File: src/rtl/product_block_reader_if.sv
// Block-read handshake between the multiplier's product memory and its reader.
// master = the reader that requests and absorbs the beats; slave = the producer.
interface product_block_reader_if;
  logic        EN_blockRead;
  logic        VALID_memVal;
  logic [15:0] memVal_data;

  modport master (output EN_blockRead, input VALID_memVal, input memVal_data);
  modport slave  (input EN_blockRead, output VALID_memVal, output memVal_data);
endinterface

File: src/rtl/product_block_reader.sv
// Drains one block from the multiplier on request and reduces it to
// sum/max/min/count, flagging timeout, short-block and overrun conditions.
module product_block_reader #(
  parameter  int BLOCK_LEN = 64,
  parameter  int TIMEOUT   = 16,
  localparam int LW        = $clog2(BLOCK_LEN)
) (
  input  logic                   clk,
  input  logic                   rst,
  input  logic                   start,
  product_block_reader_if.master mem,
  output logic                   busy,
  output logic                   done,
  output logic [16+LW-1:0]       sum,
  output logic [15:0]            max_val,
  output logic [15:0]            min_val,
  output logic [LW:0]            beat_cnt,
  output logic                   short_block,
  output logic                   timeout_err,
  output logic                   overrun_err
);

  localparam int SW = 16 + LW;
  localparam int CW = LW + 1;
  localparam int WW = $clog2(TIMEOUT) + 1;
  localparam logic [WW-1:0] WAIT_LAST = WW'(TIMEOUT - 1);
  localparam logic [CW-1:0] BEAT_LAST = CW'(BLOCK_LEN - 1);
  localparam logic [CW-1:0] BEAT_FULL = CW'(BLOCK_LEN);

  typedef enum logic [1:0] {IDLE, REQ, RECV, DONE} state_t;

  state_t          state, state_next;
  logic [WW-1:0]   wait_cnt;
  logic            en_q;
  logic            clear, accept, set_timeout, set_short, set_overrun;

  assign mem.EN_blockRead = en_q;

  always_comb begin
    // NOTE: every comb output gets a default first so no path leaves it unassigned (no latches).
    state_next  = state;
    clear       = 1'b0;
    accept      = 1'b0;
    set_timeout = 1'b0;
    set_short   = 1'b0;
    set_overrun = 1'b0;
    unique case (state)
      IDLE: begin
        if (start) begin
          state_next = REQ;
          clear      = 1'b1;
        end
        set_overrun = mem.VALID_memVal;
      end
      REQ: begin
        if (mem.VALID_memVal) begin
          accept     = 1'b1;
          state_next = RECV;
        end else if (wait_cnt == WAIT_LAST) begin
          set_timeout = 1'b1;
          state_next  = DONE;
        end
      end
      RECV: begin
        if (mem.VALID_memVal) begin
          accept = 1'b1;
          if (beat_cnt == BEAT_LAST) state_next = DONE;
        end else begin
          // A single bubble ends the block; the producer must burst back-to-back.
          state_next = DONE;
          set_short  = (beat_cnt < BEAT_FULL);
        end
      end
      DONE: begin
        state_next  = IDLE;
        set_overrun = mem.VALID_memVal;
      end
      default: state_next = IDLE;
    endcase
  end

  // NOTE: sequential state uses non-blocking assignments so all registers update from pre-edge values.
  always_ff @(posedge clk) begin
    if (rst) begin
      state       <= IDLE;
      wait_cnt    <= '0;
      en_q        <= 1'b0;
      busy        <= 1'b0;
      done        <= 1'b0;
      sum         <= '0;
      max_val     <= '0;
      min_val     <= '0;
      beat_cnt    <= '0;
      short_block <= 1'b0;
      timeout_err <= 1'b0;
      overrun_err <= 1'b0;
    end else begin
      state <= state_next;
      en_q  <= (state_next == REQ);
      busy  <= (state_next == REQ) || (state_next == RECV);
      done  <= (state_next == DONE);

      if (state == REQ) wait_cnt <= wait_cnt + WW'(1);

      if (clear) begin
        wait_cnt    <= '0;
        sum         <= '0;
        beat_cnt    <= '0;
        max_val     <= '0;
        min_val     <= 16'hFFFF;
        short_block <= 1'b0;
        timeout_err <= 1'b0;
        overrun_err <= 1'b0;
      end

      if (accept) begin
        sum      <= sum + SW'(mem.memVal_data);
        beat_cnt <= beat_cnt + CW'(1);
        if (mem.memVal_data > max_val) max_val <= mem.memVal_data;
        if (mem.memVal_data < min_val) min_val <= mem.memVal_data;
      end

      if (set_timeout) timeout_err <= 1'b1;
      if (set_short)   short_block <= 1'b1;
      // Placed after the clear so a beat coinciding with an accepted start still flags.
      if (set_overrun) overrun_err <= 1'b1;
    end
  end

endmodule

File: src/flat_wrapper.sv
// flat-port wrapper written by rule: the top's interface ports become plain ports
module product_block_reader_flat 
#(
  parameter  int BLOCK_LEN = 64,
  parameter  int TIMEOUT   = 16,
  localparam int LW        = $clog2(BLOCK_LEN)
)
  (clk, rst, start, busy, done, sum, max_val, min_val, beat_cnt, short_block, timeout_err, overrun_err, mem_EN_blockRead, mem_VALID_memVal, mem_memVal_data);
  product_block_reader_if mem_i ();
  input  logic clk;
  input  logic rst;
  input  logic start;
  output logic busy;
  output logic done;
  output logic [16+LW-1:0] sum;
  output logic [15:0] max_val;
  output logic [15:0] min_val;
  output logic [LW:0] beat_cnt;
  output logic short_block;
  output logic timeout_err;
  output logic overrun_err;
  output wire logic [$bits(mem_i.EN_blockRead)-1:0] mem_EN_blockRead;
  input wire logic [$bits(mem_i.VALID_memVal)-1:0] mem_VALID_memVal;
  input wire logic [$bits(mem_i.memVal_data)-1:0] mem_memVal_data;
  assign mem_EN_blockRead = mem_i.EN_blockRead;
  assign mem_i.VALID_memVal = mem_VALID_memVal;
  assign mem_i.memVal_data = mem_memVal_data;
  product_block_reader #(.BLOCK_LEN(BLOCK_LEN), .TIMEOUT(TIMEOUT)) u_core (.clk(clk), .rst(rst), .start(start), .mem(mem_i), .busy(busy), .done(done), .sum(sum), .max_val(max_val), .min_val(min_val), .beat_cnt(beat_cnt), .short_block(short_block), .timeout_err(timeout_err), .overrun_err(overrun_err));
endmodule
File: config.mk
export PLATFORM = sky130hd
export DESIGN_NAME = product_block_reader_flat
export DESIGN_NICKNAME = d
export VERILOG_FILES = /design/src/rtl/product_block_reader_if.sv /design/src/rtl/product_block_reader.sv /design/src/flat_wrapper.sv
export SDC_FILE = /design/constraint.sdc
export NUM_CORES = 1
export LEC_CHECK = 0
export ABC_AREA = 1
export BUFFER_PORTS_ARGS = -buffer_cell sky130_fd_sc_hd__buf_4
export CORE_ASPECT_RATIO = 1.1
export CORE_UTILIZATION = 59
export CTS_BUF_LIST = sky130_fd_sc_hd__clkbuf_8
export DETAILED_ROUTE_END_ITERATION = 10
export PLACE_DENSITY = 0.83
export SLEW_MARGIN = 20
export SYNTH_ARGS = -nofsm -noshare
export SYNTH_HDL_FRONTEND = slang
export SYNTH_SLANG_ARGS = --single-unit
export TNS_END_PERCENT = 100
File: constraint.sdc
create_clock -name clk -period 2.58 [get_ports clk]
set_input_delay 0.516 -clock clk [delete_from_list [all_inputs] [get_ports clk]]
set_output_delay 0.516 -clock clk [all_outputs]
set_load 0.01 [all_outputs]
==> results.py, run 1 <==
metrics = {
    "layout": {
        "syn2layout_area_growth_pct": 17.1,
        "nNetsFinal": 899,
        "num-fill-cells": 713,
        "drive_above_1_share_pct": 18.4,
        "register_area_sq_um": 1480,
        "diodes": 0,
        "fin_cells": 938,
        "multi_input_area_sq_um": 3090,
        "fin_area_sq_um": 5940,
        "utilization_pct": 71.0,
    },
    "sta": {
        "period_minus_slack_ns": 2.16,
        "fin_crit_sh_pct": 83.7,
        "setup_tns_ns": 0,
        "max_slew_margin_pct": 60.7,
        "slew_viol_final": 0,
        "worst_pin_slew_ns": 0.590,
        "max_freq_ghz": 0.463,
        "setup_viol": 0,
        "finalHoldViolCount": 0,
        "rsz0062_at_grt": "false",
        "finClkSkew_ns": 0.0167,
    },
    "global_route": {
        "antenna_found_initial": 0,
        "grt_pass1_wl_microns": 22300,
        "grt.total_usage_pct": 30.7,
        "grt_pass1_vias": 5035,
        "grt_overflow": 0,
        "grt_start_max_net_pins": 44,
    },
    "clocking": {
        "clk_path_buf_depth": 2,
        "numCtsBuffers": 9,
        "cts_sinks": 74,
        "cts_hold_buf": 0,
        "htreeDepth": 3,
        "post_cts_resize_count": 0,
        "clock_latency_ns": 0.36,
        "cts_tree": "built",
        "postCtsSetupBuffers": 0,
        "cts_root_buffer": "clkbuf_8",
        "clk_pin_slew_worst_paths_ns": 0.09,
    },
    "drt": {
        "viasPerCell": 5.60,
        "drtPass1Iterations": 5,
        "via_count": 5256,
        "drc": 0,
        "drtAntennaViolNets": 0,
        "drt_iter0_markers": 217,
        "wl_per_cell_microns": 14.4,
        "wirelength_microns": 13500,
    },
    "setup_path": {
        "cp_top_family": "simple AND/OR/NAND/NOR gates",
        "critPathCaptureType": "flop",
        "arrival_ns": 2.42,
        "cpPeakStageDelay_ns": 0.42,
        "crit_start": "u_core.sum[0]$_SDFFE_PP0P_",
        "slowest_stage": "fa_1",
        "cp-start-kind": "flop",
        "critical_path_class": "reg2reg",
        "cp_cell_sequence": "ha_1 -> inv_1 -> fa_1 -> o21ai_2 -> nand2_1 -> nor2_1 -> nand2_1 -> nand2_1 -> nand2_1 -> nand2_1 -> nand3_1 -> nand3_1 -> nand2_1",
        "critPathBufInv": 1,
        "r2r_start": "u_core.sum[0]$_SDFFE_PP0P_",
        "crit_top_cell": "nand2_1",
        "crit_fanout": 4,
        "required_ns": 2.84,
    },
    "place": {
        "dp.cells": 922,
        "place.gp.congestion": 0.908,
        "port_buffers": 86,
        "detailed_place_hpwl_microns": 10200,
        "placed_area_sq_um": 5730,
    },
    "synth": {
        "ys_ff_latch": 74,
        "synth-edff-count": 0,
        "synth-main-ff-cell": "dfxtp_1",
        "syn_avg_cell_area_sq_um": 6.88,
        "synth_top_area_share_pct": 29.2,
        "seq_area_frac_synth_pct": 29.2,
        "yosysWarnings": 0,
        "synthArstFlopShare_pct": 0,
        "synthesis.area_sq_um": 5070,
        "synthDistinctLibCells": 43,
        "netlist_instances": 737,
        "yosys-top-cells-area": "dfxtp_1 (29%), nand2_1 (15%), ha_1 (14%)",
        "yosys.area.top_type": "dfxtp_1",
        "synth_fp_nets": 814,
    },
    "floorplan": {
        "num_io_pins": 87,
        "die_area_sq_um": 8970,
        "core.rowCount": 35,
        "coreArea_sq_um": 8360,
        "start_util_pct": 60.6,
        "fp.dieH_microns": 99.2,
        "fp.dieW_microns": 90.4,
    },
    "pwr": {
        "ir_drop_uv": 351,
        "p_per_area_nw_per_um2": 525,
        "p_leak_uw": 0.00283,
    },
    "worst_hold_path": {
        "worstHoldStart": "mem_memVal_data[2]",
        "hp-class": "in2reg",
    },
    "run_status": {
        "status": "finished clean",
    },
    "job": {
        "drv_cap": 0,
    },
}
==> per-layer routing <==
| metal | wire length, microns | GRT usage [%] | share of wire, % |
|---|---|---|---|
| met5 | 0 | 0 | 0 |
| met4 | 342 | 15.1 | 2.5 |
| met3 | 676 | 3.98 | 5.0 |
| met2 | 6800 | 55.6 | 50 |
| met1 | 5680 | 35.6 | 42 |
==> stage by stage <==
step	hold WS (ns)	setup slack [ns]	total power, uW
after floorplan	0.445	0.529	1890
after global placement	0.451	0.263	2120
after detailed placement	0.463	0.181	2150
after CTS	0.438	0.433	3120
after global routing	0.459	0.164	3290
final	0.445	0.422	3120
==> state kept, by name (all words and copies together) (netlist names) <==
register and cells:
u_core.short_block 1, u_core.wait_cnt 5, u_core.max_val 16, u_core.overrun_err 1
u_core.beat_cnt 7, u_core.busy 1, u_core.sum 22, u_core.timeout_err 1
u_core.done 1, u_core.min_val 16, u_core.state 2, u_core.mem.EN_blockRead 1
==> worst reg2reg max path, delay by kind of cell (launching register included) <==
family          cells  cell delay (ns)
flops               1             0.38
fa+ha+maj           2             0.60
simple gates        9             0.84
compound gates      1             0.19
buf+inv             1             0.05
==> Yosys cell counts (3+ instances only) <==
| cell | number |
|---|---|
| nand3_1 | 49 |
| ha_1 | 56 |
| clkbuf_8 | 7 |
| nor2_1 | 67 |
| a21oi_2 | 10 |
| nand4_1 | 4 |
| clkbuf_1 | 6 |
| or2_2 | 4 |
| buf_2 | 5 |
| o21ai_0 | 22 |
| o21ai_1 | 12 |
| a21oi_1 | 79 |
| dfxtp_1 | 74 |
| a22oi_1 | 5 |
| nand2_2 | 14 |
| inv_1 | 74 |
| nor3_1 | 11 |
| nand2_1 | 201 |
| nand3b_1 | 3 |
| inv_2 | 4 |
==> power breakdown <==
part | switching, uW | internal [uW] | total, uW
combinational | 542 | 340 | 882
clock | 517 | 464 | 981
sequential | 47.0 | 1210 | 1260
total | 1110 | 2010 | 3120
==> kinds of logic (layout without fill, tap and decap cells) <==
family / Yosys count / after routing / synth area share, %
and+or+nand+nor: 361 / 361 / 30.6
adders and majority gates: 57 / 57 / 14.2
xor gates and xnor gates: 1 / 1 / 0.173
buffers and inverters: 102 / 192 / 9.85
DFF: 74 / 74 / 29.2
AOI/OAI and AO/OA: 142 / 142 / 16.0
==> area by class of cell <==
cell class	instances	share of cell area [%]
Clock buffer	9	2.09
Clock inverter	7	1.39
Inverter	80	5.06
Multi-Input combinational cell	561	52.0
Sequential cell	74	25.0
Tap cell	111	2.34
Timing Repair Buffer	96	12.1
==> final timing paths <==
| path | slack, ns | depth (start not counted) | end |
|---|---|---|---|
| worst min-delay path | 0.44 | 3 | u_core.max_val[2]$_SDFF_PP0_ |
| worst min register to register | 0.48 | 2 | u_core.wait_cnt[4]$_SDFFE_PP0P_ |
| worst max register to register | 0.42 | 13 | u_core.sum[20]$_SDFFE_PP0P_ |
| worst max-delay path | 0.42 | 13 | u_core.sum[20]$_SDFFE_PP0P_ |
==> cells in the final DEF, fill, tap and decap left out, drive strengths merged <==
| master | n |
|---|---|
| clkbuf | 9 |
| a31oi | 3 |
| a21o | 1 |
| nor2 | 67 |
| buf | 96 |
| inv | 82 |
| nor3 | 13 |
| dfxtp | 74 |
| a21boi | 1 |
| bufinv | 1 |
| or2 | 5 |
| nand2 | 217 |
| nand3 | 49 |
| a21oi | 90 |
| o211ai | 1 |
| o21bai | 2 |
| a22oi | 5 |
| xnor2 | 1 |
| o21a | 1 |
| ha | 56 |
| clkinvlp | 2 |
| nand3b | 3 |
| clkinv | 2 |
| fa | 1 |
| nand4 | 4 |
| o21ai | 35 |
| a32oi | 2 |
| o22ai | 1 |
| nor4 | 2 |
| and2 | 1 |
Note: power is estimated with default switching activity, not from simulation.
==> run 2, diff against run 1 <==
==> constraint.sdc (replaced) <==
create_clock -name clk -period 2 [get_ports clk]
set_input_delay 0.4 -clock clk [delete_from_list [all_inputs] [get_ports clk]]
set_output_delay 0.4 -clock clk [all_outputs]
set_load 0.01 [all_outputs]
==> run 2 against run 1 <==
  * Hold slack lost 0.12 ns
  * Non-clock buffer count increased by 38
  * Setup slack worse by 0.40 ns
  * Fmax up 8.9%
  * Combinational power increased by 42%
  * Sequential share of layout area decreased by 1.5 points
  * Largest power group unchanged
  * Flip-flop and latch count unchanged
  * First-iteration DRC count rose by 6.0%
  * Wire length up 7.0%
  * Power increased by 33%
  * Sequential power increased by 29%
  * Clock skew is 0.0045 ns lower
==> results.py, run 2 (synthesized netlist as in run 1, its figures left out) <==
metrics = {
    "sta": {
        "worst_pin_slew_ns": 0.372,
        "max_freq_ghz": 0.504,
        "finClkSkew_ns": 0.0122,
        "fin_crit_sh_pct": 99.1,
        "max_slew_margin_pct": 75.1,
        "rsz0062_at_grt": "true",
        "period_minus_slack_ns": 1.98,
        "finalHoldViolCount": 0,
        "holdWs_ns": 0.320,
        "setup_viol": 0,
        "slew_viol_final": 0,
    },
    "pwr": {
        "p_sw_share_pct": 35.7,
        "p_leak_uw": 0.00303,
        "ir_drop_uv": 470,
        "p_switching_uw": 1480,
        "combPwrFrac_pct": 30.2,
        "clockPowerShare_pct": 30.7,
        "seq_power_share_pct": 39.0,
        "total_power_uw": 4150,
        "p_per_area_nw_per_um2": 652,
        "p_int_uw": 2670,
    },
    "clocking": {
        "htreeDepth": 3,
        "cts_tree": "built",
        "clk_pin_slew_worst_paths_ns": 0.09,
        "cts_root_buffer": "clkbuf_8",
        "clk_path_buf_depth": 2,
        "clock_latency_ns": 0.36,
        "cts_sinks": 74,
        "numCtsBuffers": 9,
    },
    "place": {
        "place.gp.congestion": 0.959,
        "port_buffers": 86,
        "dp.cells": 956,
        "detailed_place_hpwl_microns": 10800,
        "placed_area_sq_um": 5980,
    },
    "setup_path": {
        "crit_fanout": 2,
        "critical_path_class": "reg2reg",
        "required_ns": 2.30,
        "cp_cell_sequence": "ha_4 -> inv_4 -> fa_2 -> o21ai_4 -> nand2_2 -> nor2_2 -> nand2_1 -> nand2_2 -> buf_6 -> nor2_2 -> nor2_1 -> nand2_1 -> a21oi_1",
        "arrival_ns": 2.28,
        "critPathBufInv": 2,
        "r2r_slack_ns": 0.02,
        "cp_top_family": "simple AND/OR/NAND/NOR gates",
        "slowest_stage": "fa_2",
        "cpPeakStageDelay_ns": 0.41,
        "critPathCaptureType": "flop",
        "cp-start-kind": "flop",
    },
    "layout": {
        "fin_area_sq_um": 6360,
        "top_regs": "u_core.sum x22, u_core.max_val x16, u_core.min_val x16",
        "largest_reg_flops": 22,
        "drive_above_1_share_pct": 25.4,
        "nNetsFinal": 937,
        "fin_cells": 976,
        "syn2layout_area_growth_pct": 25.5,
        "final_cell_mix": "nand2_1 (194), buf_4 (131), a21oi_1 (78)",
        "diodes": 0,
        "regMostFlops": "u_core.sum",
        "final_common_cell": "nand2_1",
    },
    "floorplan": {
        "start_util_pct": 60.6,
        "coreArea_sq_um": 8360,
        "num_io_pins": 87,
        "fp.dieH_microns": 99.2,
        "die_area_sq_um": 8970,
        "fp.dieW_microns": 90.4,
        "core.rowCount": 35,
    },
    "global_route": {
        "grt_start_max_net_pins": 27,
        "grt.total_usage_pct": 31.7,
        "grt_pass1_wl_microns": 23100,
        "grt_pass1_vias": 5203,
        "antenna_found_initial": 0,
        "grt_overflow": 0,
    },
    "drt": {
        "via_count": 5410,
        "dr.max_layer_used": "met4",
        "wirelength_microns": 14400,
        "wl_per_cell_microns": 14.8,
        "drtAntennaViolNets": 0,
        "wl_met3_microns": 716,
        "wl_met2_microns": 7490,
        "m1WireLength_microns": 5900,
        "drt_iter0_markers": 230,
        "drc": 0,
        "drtPass1Iterations": 6,
        "viasPerCell": 5.54,
    },
    "run_status": {
        "status": "finished clean",
    },
    "job": {
        "drv_cap": 0,
    },
    "worst_hold_path": {
        "hp-class": "in2reg",
    },
}
## run 2: cell types whose count changed in the layout (fill, tap and decap cells not counted), moves of 5 or more
cell / change
ha_1: -5
buf_4: +35
nand2_1: -7
dfxtp_2: +6
dfxtp_1: -7
nand2_2: +7
## run 2: metal layers
metal | vias up | track usage (%)
li1 | 2670 | -
met1 | 2516 | 35.8
met2 | 192 | 60.3
met3 | 32 | 4.43
met4 | 0 | 12.0
met5 | - | 0
## run 2: tightest hold or removal path: stages
cell and delay, ns:
buf_4 0.12, nor2_1 0.05, nor2_1 0.08
## run 2: final timing paths
check,cells past startpoint,start,end
setup / recovery,13,u_core.sum[0]$_SDFFE_PP0P_,u_core.sum[12]$_SDFFE_PP0P_
hold / removal,3,mem_memVal_data[14],u_core.max_val[14]$_SDFF_PP0_
setup reg to reg,13,u_core.sum[0]$_SDFFE_PP0P_,u_core.sum[12]$_SDFFE_PP0P_
hold reg to reg,2,u_core.wait_cnt[4]$_SDFFE_PP0P_,u_core.wait_cnt[4]$_SDFFE_PP0P_
## run 2: power groups by stage
stage / sequential (uW) / combinational, uW / clock [uW]
floorplan: 1680 / 765 / 0
global placement: 1650 / 1150 / 0
detailed placement: 1650 / 1200 / 0
CTS: 1620 / 1210 / 1290
global route: 1630 / 1390 / 1350
finish: 1620 / 1250 / 1270
## run 2: layout make-up
cell class              count  area (sq um)
clock buffers               9           124
clock inverters             7          83.8
fillers                   655          2010
inverters                  80           303
multi-input cells         561          3200
flip-flops and latches     74          1490
well taps                 111           139
repair buffers            134          1020
## run 2: metrics by stage
| step | util, % | setup TNS (ns) | worst slack [ns] |
|---|---|---|---|
| after floorplan | - | 0 | 0.0546 |
| after global placement | 71.5 | -0.657 | -0.138 |
| after detailed placement | 71.5 | -1.33 | -0.192 |
| after CTS | 74.1 | -0.00528 | -0.00528 |
| after global routing | 76.0 | -0.331 | -0.0651 |
| final | 76.0 | 0 | 0.0178 |
## run 2: what timing repair did
item | 4_1_cts | 5_1_grt
setup endpoints to repair | 5 | 25
resized for setup | 2 | 37
hold buffers | 0 | 0
buffers inserted | 0 | 4
pin swaps | 0 | 17
gates cloned | 0 | 0
==> run 3, diff against run 2 <==
--- a/config.mk
+++ b/config.mk
@@ -8,10 +8,11 @@
 export ABC_AREA = 1
 export BUFFER_PORTS_ARGS = -buffer_cell sky130_fd_sc_hd__buf_4
 export CORE_ASPECT_RATIO = 1.1
-export CORE_UTILIZATION = 59
+export CORE_UTILIZATION = 30
 export CTS_BUF_LIST = sky130_fd_sc_hd__clkbuf_8
+export CTS_CLUSTER_DIAMETER = 60
 export DETAILED_ROUTE_END_ITERATION = 10
-export PLACE_DENSITY = 0.83
+export SKIP_CTS_REPAIR_TIMING = 1
 export SLEW_MARGIN = 20
 export SYNTH_ARGS = -nofsm -noshare
 export SYNTH_HDL_FRONTEND = slang
==> run 3 against run 2 <==
  * Power decreased by 0.86%
  * Setup slack better by 0.14 ns
  * Sequential power about the same
  * Combinational power hardly changed
  * Largest power group unchanged
  * Count of clock-buffer cells in the layout stayed put
  * Hold slack got worse by 0.018 ns
  * Critical path type unchanged
==> results.py, run 3 (synthesized netlist as in run 1, its figures left out) <==
metrics = {
    "floorplan": {
        "fp.dieH_microns": 138,
        "num_io_pins": 87,
        "die_area_sq_um": 17400,
        "start_util_pct": 30.8,
        "core.rowCount": 49,
        "fp.dieW_microns": 126,
        "coreArea_sq_um": 16400,
    },
    "clocking": {
        "clk_pin_slew_worst_paths_ns": 0.09,
        "htreeDepth": 3,
        "clk_path_buf_depth": 2,
        "clock_latency_ns": 0.39,
        "cts_tree": "built",
        "cts_sinks": 74,
        "cts_root_buffer": "clkbuf_8",
        "numCtsBuffers": 9,
    },
    "global_route": {
        "grt_start_max_net_pins": 44,
        "grt_pass1_wl_microns": 24000,
        "grt_pass1_vias": 4863,
        "grt.total_usage_pct": 17.4,
        "antenna_found_initial": 0,
        "grt_overflow": 0,
    },
    "layout": {
        "regMostFlops": "u_core.sum",
        "syn2layout_area_growth_pct": 27.5,
        "fin_cells": 1069,
        "top_regs": "u_core.sum x22, u_core.max_val x16, u_core.min_val x16",
        "diodes": 0,
        "nNetsFinal": 937,
        "utilization_pct": 39.3,
        "final_cell_mix": "nand2_1 (194), buf_4 (130), a21oi_1 (76)",
        "final_common_cell": "nand2_1",
        "largest_reg_flops": 22,
        "drive_above_1_share_pct": 24.9,
    },
    "sta": {
        "finalHoldViolCount": 0,
        "holdWs_ns": 0.303,
        "slew_viol_final": 0,
        "setup_tns_ns": 0,
        "period_minus_slack_ns": 1.84,
        "fin_crit_sh_pct": 92.2,
        "max_freq_ghz": 0.542,
        "setup_viol": 0,
        "max_slew_margin_pct": 60.3,
        "worst_pin_slew_ns": 0.595,
        "finClkSkew_ns": 0.00813,
    },
    "drt": {
        "drt_iter0_markers": 257,
        "drc": 0,
        "drtPass1Iterations": 4,
        "wl_per_cell_microns": 13.5,
        "drtAntennaViolNets": 0,
        "viasPerCell": 4.73,
        "via_count": 5058,
        "wirelength_microns": 14500,
    },
    "setup_path": {
        "critPathCaptureType": "flop",
        "arrival_ns": 2.16,
        "crit_start": "u_core.min_val[15]$_SDFF_PP0_",
        "r2r_start": "u_core.min_val[15]$_SDFF_PP0_",
        "required_ns": 2.32,
        "critical_path_class": "reg2reg",
        "crit_fanout": 16,
        "cp-start-kind": "flop",
    },
    "place": {
        "dp.cells": 1052,
        "detailed_place_hpwl_microns": 11000,
        "port_buffers": 86,
        "place.gp.congestion": 0.843,
    },
    "worst_hold_path": {
        "hp-class": "in2reg",
        "worstHoldStart": "mem_memVal_data[6]",
    },
    "job": {
        "drv_cap": 0,
    },
    "pwr": {
        "p_leak_uw": 0.00304,
        "p_per_area_nw_per_um2": 636,
        "ir_drop_uv": 279,
    },
    "run_status": {
        "status": "finished clean",
    },
}
[run 3: changes by cell type in the layout (fill, tap and decap cells not counted), sizes merged]
cell,before,now
clkinv,4,5
inv,81,80
[run 3: final cells by class]
type / instances / area (sq um)
Clock buffer: 9 / 124
Inverter: 80 / 300
Sequential cell: 74 / 1490
Fill cell: 1794 / 9970
Multi-Input combinational cell: 561 / 3160
Timing Repair Buffer: 134 / 1060
Tap cell: 204 / 255
Clock inverter: 7 / 77.6
[run 3: critical path: stages, from the launching register on]
cell	delay (ns)
dfxtp_1	0.34
inv_1	0.05
ha_1	0.30
nand2_2	0.10
nor4_4	0.34
nand2_4	0.10
nand2_4	0.22
nand2_1	0.08
nand2_1	0.07
nand2_1	0.05
a21oi_1	0.11
[run 3: layer usage]
metal | wire length [microns] | vias up | global-route usage (%)
li1 | - | 2676 | -
met1 | 6810 | 2290 | 21.8
met2 | 6940 | 77 | 29.6
met3 | 484 | 15 | 2.79
met4 | 231 | 0 | 6.79
met5 | 0 | - | 0
[run 3: metrics by stage]
| step | cell area, sq um | worst slack [ns] | power, uW |
|---|---|---|---|
| 2_1_floorplan | 5070 | 0.0546 | 2440 |
| 3_3_place_gp | 6170 | -0.144 | 2860 |
| 3_5_place_dp | 6170 | -0.181 | 2870 |
| 4_1_cts | 6370 | -0.0253 | 4140 |
| 5_1_grt | 6460 | -0.00725 | 4380 |
| 6_report | 6460 | 0.156 | 4110 |
[run 3: where the power goes]
part	internal [uW]	leakage (uW)	switching, uW	total (uW)
clock	587	0.000100	675	1260
combinational	514	0.00233	718	1230
sequential	1560	0.000607	57.1	1620
[run 3: final timing paths]
kind,endpoint,slack (ns),cells past startpoint
worst min-delay path,u_core.max_val[6]$_SDFF_PP0_,0.30,3
worst max-delay path,u_core.min_val[1]$_SDFF_PP0_,0.16,10
worst max register to register,u_core.min_val[1]$_SDFF_PP0_,0.16,10
worst min register to register,u_core.wait_cnt[4]$_SDFFE_PP0P_,0.48,2
